File: src/rtl/menu_pkg.sv
// menu_pkg: constants shared by the menu navigator and the VGA menu renderer.
//   menu_state_e : navigator state encoding, also shown on the debug LEDs
//   MENU_N_ITEMS : default number of menu entries; the last entry is exit
package menu_pkg;

    typedef enum logic [1:0] {
        ST_BROWSE = 2'd0,
        ST_ACTIVE = 2'd1,
        ST_LOCKED = 2'd2
    } menu_state_e;

    localparam int MENU_N_ITEMS = 3;

endpackage

File: src/rtl/menu_idle_timer.sv
// menu_idle_timer: counts enabled cycles and pulses expire on the terminal count.
// Ports:
//   clk, rst : clock, synchronous active-high reset
//   clear    : zero the count this cycle (also suppresses expire)
//   enable   : count this cycle
//   expire   : combinational, high on the cycle the count sits at TIMEOUT_CYC-1
// The count restarts from zero on the edge that ends an expire cycle.
module menu_idle_timer #(
    parameter int TIMEOUT_CYC = 16
) (
    input  logic clk,
    input  logic rst,
    input  logic clear,
    input  logic enable,
    output logic expire
);

    localparam int CNT_W = (TIMEOUT_CYC > 2) ? $clog2(TIMEOUT_CYC) : 1;
    localparam logic [CNT_W-1:0] TERM = CNT_W'(TIMEOUT_CYC - 1);

    logic [CNT_W-1:0] cnt_q, cnt_d;

    // A clear arriving on the terminal cycle wins: no homing that cycle.
    assign expire = enable && !clear && (cnt_q == TERM);

    always_comb begin
        cnt_d = cnt_q;
        if (clear || expire)
            cnt_d = '0;
        else if (enable)
            cnt_d = cnt_q + 1'b1;
    end

    always_ff @(posedge clk) begin
        if (rst)
            cnt_q <= '0;
        else
            cnt_q <= cnt_d;
    end

endmodule

File: src/rtl/menu_nav.sv
// menu_nav: game menu navigator (BROWSE / ACTIVE / LOCKED).
// Ports:
//   sys_clk            : clock, rising edge
//   sys_rst_n          : synchronous reset, active HIGH despite the name
//   btn_up/down/sel    : one-cycle debounced button pulses
//   game_done          : one-cycle pulse from the running game
//   cursor             : highlighted entry
//   active, active_idx : game running and which entry (idx 0 when idle)
//   locked             : exit entry taken; only reset leaves
//   enter_pulse        : one cycle on BROWSE->ACTIVE/LOCKED
//   leave_pulse        : one cycle on ACTIVE->BROWSE
//   state_dbg          : state encoding for LEDs
// Optional: define MENU_NAV_IDLE_HOME_EN to home the cursor to entry 0 after
// TIMEOUT_CYC idle browse cycles. Without it no idle counter exists.
module menu_nav
    import menu_pkg::*;
#(
    parameter int N_ITEMS     = MENU_N_ITEMS,
    parameter int IDX_W       = $clog2(N_ITEMS),
    parameter int TIMEOUT_CYC = 1_000_000_000
) (
    input  logic             sys_clk,
    input  logic             sys_rst_n,
    input  logic             btn_up,
    input  logic             btn_down,
    input  logic             btn_sel,
    input  logic             game_done,
    output logic [IDX_W-1:0] cursor,
    output logic             active,
    output logic [IDX_W-1:0] active_idx,
    output logic             locked,
    output logic             enter_pulse,
    output logic             leave_pulse,
    output logic [1:0]       state_dbg
);

    localparam logic [IDX_W-1:0] LAST = IDX_W'(N_ITEMS - 1);

    if (N_ITEMS < 2 || TIMEOUT_CYC < 2) begin : g_bad_cfg
        $error("menu_nav: N_ITEMS and TIMEOUT_CYC must both be at least 2");
    end

    menu_state_e      state_q, state_d;
    logic [IDX_W-1:0] cursor_q, cursor_d;
    logic [IDX_W-1:0] active_idx_q, active_idx_d;
    logic             active_q, active_d;
    logic             locked_q, locked_d;
    logic             enter_q, enter_d;
    logic             leave_q, leave_d;
    logic             idle_expire;

`ifdef MENU_NAV_IDLE_HOME_EN
    // Idle browse cycles: any button press or being outside BROWSE restarts it.
    menu_idle_timer #(
        .TIMEOUT_CYC (TIMEOUT_CYC)
    ) u_idle (
        .clk    (sys_clk),
        .rst    (sys_rst_n),
        .clear  (btn_up || btn_down || btn_sel || (state_q != ST_BROWSE)),
        .enable (state_q == ST_BROWSE),
        .expire (idle_expire)
    );
`else
    assign idle_expire = 1'b0;
`endif

    always_comb begin
        state_d      = state_q;
        cursor_d     = cursor_q;
        active_d     = active_q;
        active_idx_d = active_idx_q;
        locked_d     = locked_q;
        enter_d      = 1'b0;
        leave_d      = 1'b0;

        unique case (state_q)
            ST_BROWSE: begin
                // down > up > sel; lower-priority simultaneous pulses dropped
                if (btn_down) begin
                    cursor_d = (cursor_q == LAST) ? '0 : cursor_q + 1'b1;
                end else if (btn_up) begin
                    cursor_d = (cursor_q == '0) ? LAST : cursor_q - 1'b1;
                end else if (btn_sel) begin
                    enter_d = 1'b1;
                    if (cursor_q == LAST) begin
                        state_d  = ST_LOCKED;
                        locked_d = 1'b1;
                    end else begin
                        state_d      = ST_ACTIVE;
                        active_d     = 1'b1;
                        active_idx_d = cursor_q;
                    end
                end else if (idle_expire) begin
                    cursor_d = '0;
                end
            end
            ST_ACTIVE: begin
                // Cursor stays on the entry being played so it is still
                // highlighted when the game returns.
                if (game_done) begin
                    state_d      = ST_BROWSE;
                    active_d     = 1'b0;
                    active_idx_d = '0;
                    leave_d      = 1'b1;
                end
            end
            ST_LOCKED: ;
            default: state_d = ST_BROWSE;
        endcase
    end

    always_ff @(posedge sys_clk) begin
        if (sys_rst_n) begin
            state_q      <= ST_BROWSE;
            cursor_q     <= '0;
            active_q     <= 1'b0;
            active_idx_q <= '0;
            locked_q     <= 1'b0;
            enter_q      <= 1'b0;
            leave_q      <= 1'b0;
        end else begin
            state_q      <= state_d;
            cursor_q     <= cursor_d;
            active_q     <= active_d;
            active_idx_q <= active_idx_d;
            locked_q     <= locked_d;
            enter_q      <= enter_d;
            leave_q      <= leave_d;
        end
    end

    assign cursor      = cursor_q;
    assign active      = active_q;
    assign active_idx  = active_idx_q;
    assign locked      = locked_q;
    assign enter_pulse = enter_q;
    assign leave_pulse = leave_q;
    assign state_dbg   = state_q;

endmodule

File: config.mk
export PLATFORM = sky130hd
export DESIGN_NAME = menu_nav
export DESIGN_NICKNAME = d
export VERILOG_FILES = /design/src/rtl/menu_pkg.sv /design/src/rtl/menu_idle_timer.sv /design/src/rtl/menu_nav.sv
export SDC_FILE = /design/constraint.sdc
export NUM_CORES = 1
export LEC_CHECK = 0
export ABC_CLOCK_PERIOD_IN_PS = 1580
export CAP_MARGIN = 40
export CORE_AREA = 5 5 42 44
export DETAILED_ROUTE_END_ITERATION = 16
export DIE_AREA = 0 0 47 49
export GPL_TIMING_DRIVEN = 0
export SLEW_MARGIN = 5
export SYNTH_ARGS = -nofsm -noshare
export SYNTH_HDL_FRONTEND = slang
export SYNTH_SLANG_ARGS = --single-unit
export TNS_END_PERCENT = 20
File: constraint.sdc
create_clock -name sys_clk -period 1.58 [get_ports sys_clk]
set_input_delay 0.237 -clock sys_clk [delete_from_list [all_inputs] [get_ports sys_clk]]
set_output_delay 0.237 -clock sys_clk [all_outputs]
set_load 0.02 [all_outputs]
# Word level (Yosys, flattened, before mapping)

Index checks and enable logic that the tools add are counted.

Divide/modulo/power cells: 0
Bitwise gates (word level): 5
Multiply operators: 0
Add/sub/neg operators: 2
Shift-type cells: 0
Reduce and logical (&&, ||, !) cells: 10
Mux-type cells: 23
Equality and inequality tests: 8
$lt $le $gt $ge: 0

Operators by type and width:

| operator              | count |
|---|---|
| $mux W2               | 13 |
| $ne A2 B2 Y1 const B  | 5 |
| $reduce_and A5 Y1     | 2 |
| $mux W1               | 7 |
| $pmux W2 S3           | 1 |
| $reduce_and A6 Y1     | 1 |
| $not A1 Y1            | 5 |
| $eq A2 B2 Y1 const B  | 2 |
| $logic_not A2 Y1      | 2 |
| $pmux W2 S2           | 1 |
| $reduce_bool A2 Y1    | 2 |
| $reduce_or A4 Y1      | 1 |
| $add A2 B1 Y2 const B | 1 |
| $eq A2 B1 Y1 const B  | 1 |
| $pmux W1 S2           | 1 |
| $reduce_and A2 Y1     | 1 |
| $reduce_or A2 Y1      | 1 |
| $sub A2 B1 Y2 const B | 1 |

Memory bits (writable): 0
Logic and storage cells: 55
ROM bits: 0
Register bits: 10
Bits in latches: 0
Output and inout bits: 10
Memories: 0

# Longest topological paths before layout

Depth in word-level cells: 6
Mapped depth: 5
Gate-level depth less buffers: 5

# Worst setup path before layout

Ideal clock, no wire load.

Kind: reg-to-reg
Start point: reg cursor_q[0] (netlist: cursor[0])
End point: reg active_idx_q[0] (netlist: active_idx[0])
Path slack: 56 ps
Required time: 1,448 ps
Arrival time: 1,391 ps
Stages on the path, launching flop included: 6
Path through: dfxtp_1 inv_1 ha_1 or3_1 o211ai_1 a21oi_1

Cells in the longest elaborated chain, start to end: 5
Elaborated cells on any way between the ends: 8
Those cells by class: eq/ne (2); mux (5); reduce/logical (1)

RTL lines:

| what                   | RTL line        | RTL |
|---|---|---|
| start, declared        | menu_nav.sv:44  | `logic [IDX_W-1:0] cursor_q, cursor_d;` |
| start signal, assigned | menu_nav.sv:123 | `cursor_q <= cursor_d;` |
| $mux W2                | menu_nav.sv:85  | `if (cursor_q == LAST) begin` |
| $mux W2                | menu_nav.sv:83  | `end else if (btn_sel) begin` |
| $mux W2                | menu_nav.sv:81  | `end else if (btn_up) begin` |
| $mux W2                | menu_nav.sv:79  | `if (btn_down) begin` |
| $pmux W2 S2            | menu_nav.sv:76  | `unique case (state_q)` |
| end signal, assigned   | menu_nav.sv:125 | `active_idx_q <= active_idx_d;` |
| end, declared          | menu_nav.sv:45  | `logic [IDX_W-1:0] active_idx_q, active_idx_d;` |

Parallel ways exist; a longest one is shown, timed or not. The select of a mux whose other input is x is not followed.
A chain may end at the register's enable or synchronous reset.

# Worst setup path in the final report

Start point: reg cursor_q[0] (netlist: cursor[0])
End point: reg active_idx_q[1] (netlist: active_idx[1])

Cells in the longest elaborated chain, start to end: 3

RTL lines:

| what                        | RTL line |
|---|---|
| $eq A2 B2 Y1                | menu_nav.sv:85 |
| $ne A2 B2 Y1 (no line)      | -- |
| $reduce_and A6 Y1 (no line) | -- |

Every way passes these cells.

==> flow_summary.json <==
{
  "tritoncts_buffer_count": 3,
  "reg2reg_depth": 5,
  "status": "finished clean",
  "cap_viol_max_count": 0,
  "floorplan.rows": 14,
  "yosysUniqueCellTypes": 20,
  "place_hpwl_um": 742,
  "area_growth_syn_to_layout_pct": 42.4,
  "hold_buffers": 0,
  "cts_tree": "yes",
  "r2r-start": "cursor[0]",
  "numClockSinks": 10,
  "rrSetupSlack_ns": 0.11,
  "power.switching_fraction_pct": 27.6,
  "io_buffer_count": 14,
  "p_sw_w": 0.000175,
  "drt_iter0_drc": 15,
  "tightestPinTransition_ns": 0.437,
  "drive_above_1_share_pct": 10.4,
  "first_global_vias": 370,
  "period_minus_slack_ns": 1.47,
  "synth_async_sr_flop_share_pct": 0,
  "layout_worst_path_cycle_share_pct": 93.0,
  "report.final.slew_viol_count": 0,
  "fin_skew_ns": 0.00332,
  "via_count": 430,
  "max-clock-path-buffers": 2,
  "synthFlopType": "dfxtp_1",
  "fill_cells": 146,
  "route.antenna.remaining_nets": 0,
  "hold_start": "sys_rst_n",
  "grt_max_degree": 11,
  "worstHoldPathCells": 2,
  "critical_path_required_ns": 1.72,
  "p_seq_share_pct": 44.3,
  "weighted_congestion_at_the_end_of_routability_driven_global_placement": 0.692,
  "intPower_w": 0.000459,
  "final_net_count": 78,
  "routed_wire_length_per_instance_um": 12.3,
  "achievable-frequency_ghz": 0.680,
  "power.density_cell_area_nw_per_um2": 981,
  "mappedNetlistNets": 59,
  "grt_first_pass_wirelength_mm": 1.56,
  "yosys_warnings": 0,
  "synthesis.instances": 49,
  "clk_root_buffer_cell": "clkbuf_4",
  "n_antenna_cell": 0,
  "route.final.wire_length_mm": 1.02,
  "worst-setup-path-type": "register to register",
  "crit_fanout": 5,
  "power.share.combinational_pct": 18.7,
  "avgSynthCellArea_sq_um": 9.27,
  "grt_remaining_overflow": 0,
  "yosysSeqAreaShare_pct": 44.1,
  "multiInputGateArea_sq_um": 243,
  "first_pass_iters": 4,
  "clock_power_share_pct": 37.0,
  "slew_limit_headroom_pct": 70.8,
  "hold_violations": 0,
  "min_path_type": "input pin to register",
  "hold-path-endpoint": "active",
  "htree_num_levels": 1,
  "clkTransAtPathRegs_ns": 0.07,
  "die-height_um": 49,
  "die_w_um": 47,
  "r2r_end": "active_idx[1]",
  "post_dp_cell_area_sq_um": 614,
  "placeableCoreArea_sq_um": 1400,
  "detail_route.drc_violations": 0,
  "cellLeakagePower_nw": 0.257,
  "clock_latency_ns": 0.27,
  "die_area_sq_um": 2300,
  "crit_path_end_kind": "register",
  "critPathArrivalTime_ns": 1.61,
  "synth.cell_area_sq_um": 454,
  "regArea_sq_um": 201,
  "ios": 16,
  "startpoint_type": "register",
  "number_of_antenna_violations_at_the_first_check_in_global_routing": 0,
  "postLayoutCellArea_sq_um": 647,
  "route.detailed.vias_per_inst": 5.18,
  "synth-edff-count": 0,
  "ys_seq_elements": 10,
  "unrepaired_setup_endpoints_after_global_routing": "no",
  "setup_viol_count_final": 0,
  "maximum_resistive_drop_on_vdd_mv": 0.423,
  "power_w": 0.000635,
  "globalRouteTotalUtil_pct": 9.68,
  "effective_utilization_at_floorplan_pct": 32.4
}
==> power by group through the flow <==
stage | clock network [W] | logic (W) | registers, W
final | 0.000235 | 0.000119 | 0.000281
after global routing | 0.000252 | 0.000132 | 0.000285
after CTS | 0.000237 | 0.000119 | 0.000281
after detailed placement | 0 | 0.000124 | 0.000287
after global placement | 0 | 0.000122 | 0.000287
after floorplan | 0 | 0.0000584 | 0.000299
==> Yosys cell counts (all sizes together), types with 2 or more instances <==
| cell | count | area, sq um |
|---|---|---|
| dfxtp | 10 | 200 |
| a21oi | 7 | 35.0 |
| nor2 | 6 | 22.5 |
| ha | 4 | 50.1 |
| nor3 | 3 | 15.0 |
| a311oi | 2 | 17.5 |
| inv | 2 | 7.51 |
| nand3 | 2 | 10.0 |
| o211ai | 2 | 15.0 |
==> critical path, stage by stage, from the launching register on <==
cell and delay, ns:
dfxtp_2 0.37, inv_1 0.09, ha_1 0.26, or3_1 0.35, o211ai_1 0.19, a21oi_1 0.09
==> flip-flops by register name (all words and copies together), names as in the netlist <==
register and flops:
locked 1, enter_pulse 1, state_dbg 2, cursor 2, active 1, leave_pulse 1, active_idx 2
==> cell type report <==
type                       instances  share of cell area [%]
multi-input combinational         36                    37.5
timing repair buffer              14                    20.9
clock buffer                       4                    5.61
inverter                           2                    1.16
buffer                             1                   0.580
tap                               16                    3.09
sequential                        10                    31.1
==> layout by cell type, fill, tap and decap left out, drive strengths merged <==
cell / count
clkdlybuf4s50: 10
dfxtp: 10
a21oi: 7
nor2: 6
clkbuf: 5
ha: 4
dlygate4sd2: 4
nor3: 3
inv: 2
a311oi: 2
nand3: 2
o211ai: 2
or2: 1
mux2i: 1
nor3b: 1
or3b: 1
or3: 1
nand3b: 1
nor2b: 1
a22oi: 1
a31oi: 1
nor4: 1
==> timing repair <==
item                       CTS  global route
gates resized for setup      4             1
setup buffers                0             0
setup endpoints to repair    4             2
==> how the worst max path moves through the flow <==
| stage | from | to | slack [ns] |
|---|---|---|---|
| global route | cursor[0] | active_idx[0] | 0.03 |
| finish | cursor[0] | active_idx[1] | 0.11 |
| global placement | btn_down | active_idx[1] | -0.06 |
| CTS | cursor[0] | active_idx[1] | 0.05 |
| detailed placement | btn_down | active_idx[1] | -0.05 |
| floorplan | cursor[0] | active_idx[0] | 0.06 |
==> routing by layer <==
| layer | global-route usage [%] | share of wire [%] | up-vias |
|---|---|---|---|
| li1 | - | - | 218 |
| met1 | 12.2 | 44 | 192 |
| met2 | 12.4 | 45 | 15 |
| met3 | 3.32 | 6.8 | 5 |
| met4 | 8.29 | 3.7 | 0 |
| met5 | 0 | 0 | - |
==> stage by stage <==
stage          hold slack (ns)  std cells  worst slack [ns]  TNS, ns  util (%)
4_1_cts                  0.354         83            0.0469        0      46.1
2_1_floorplan            0.444         49            0.0563        0         -
5_1_grt                  0.369         83            0.0254        0      46.2
6_report                 0.352         83             0.110        0      46.2
3_5_place_dp             0.477         79           -0.0512   -0.102      43.8
3_3_place_gp             0.470         79           -0.0585   -0.109      43.8
==> kinds of logic after synthesis <==
kind of cell / share of synthesized area [%]
adders and majority gates: 11.0
and+or+nand+nor: 22.3
DFF: 44.1
buffers and inverters: 2.48
AOI/OAI and AO/OA: 17.9
muxes: 2.20
Note: power is estimated with default switching activity, not from simulation.
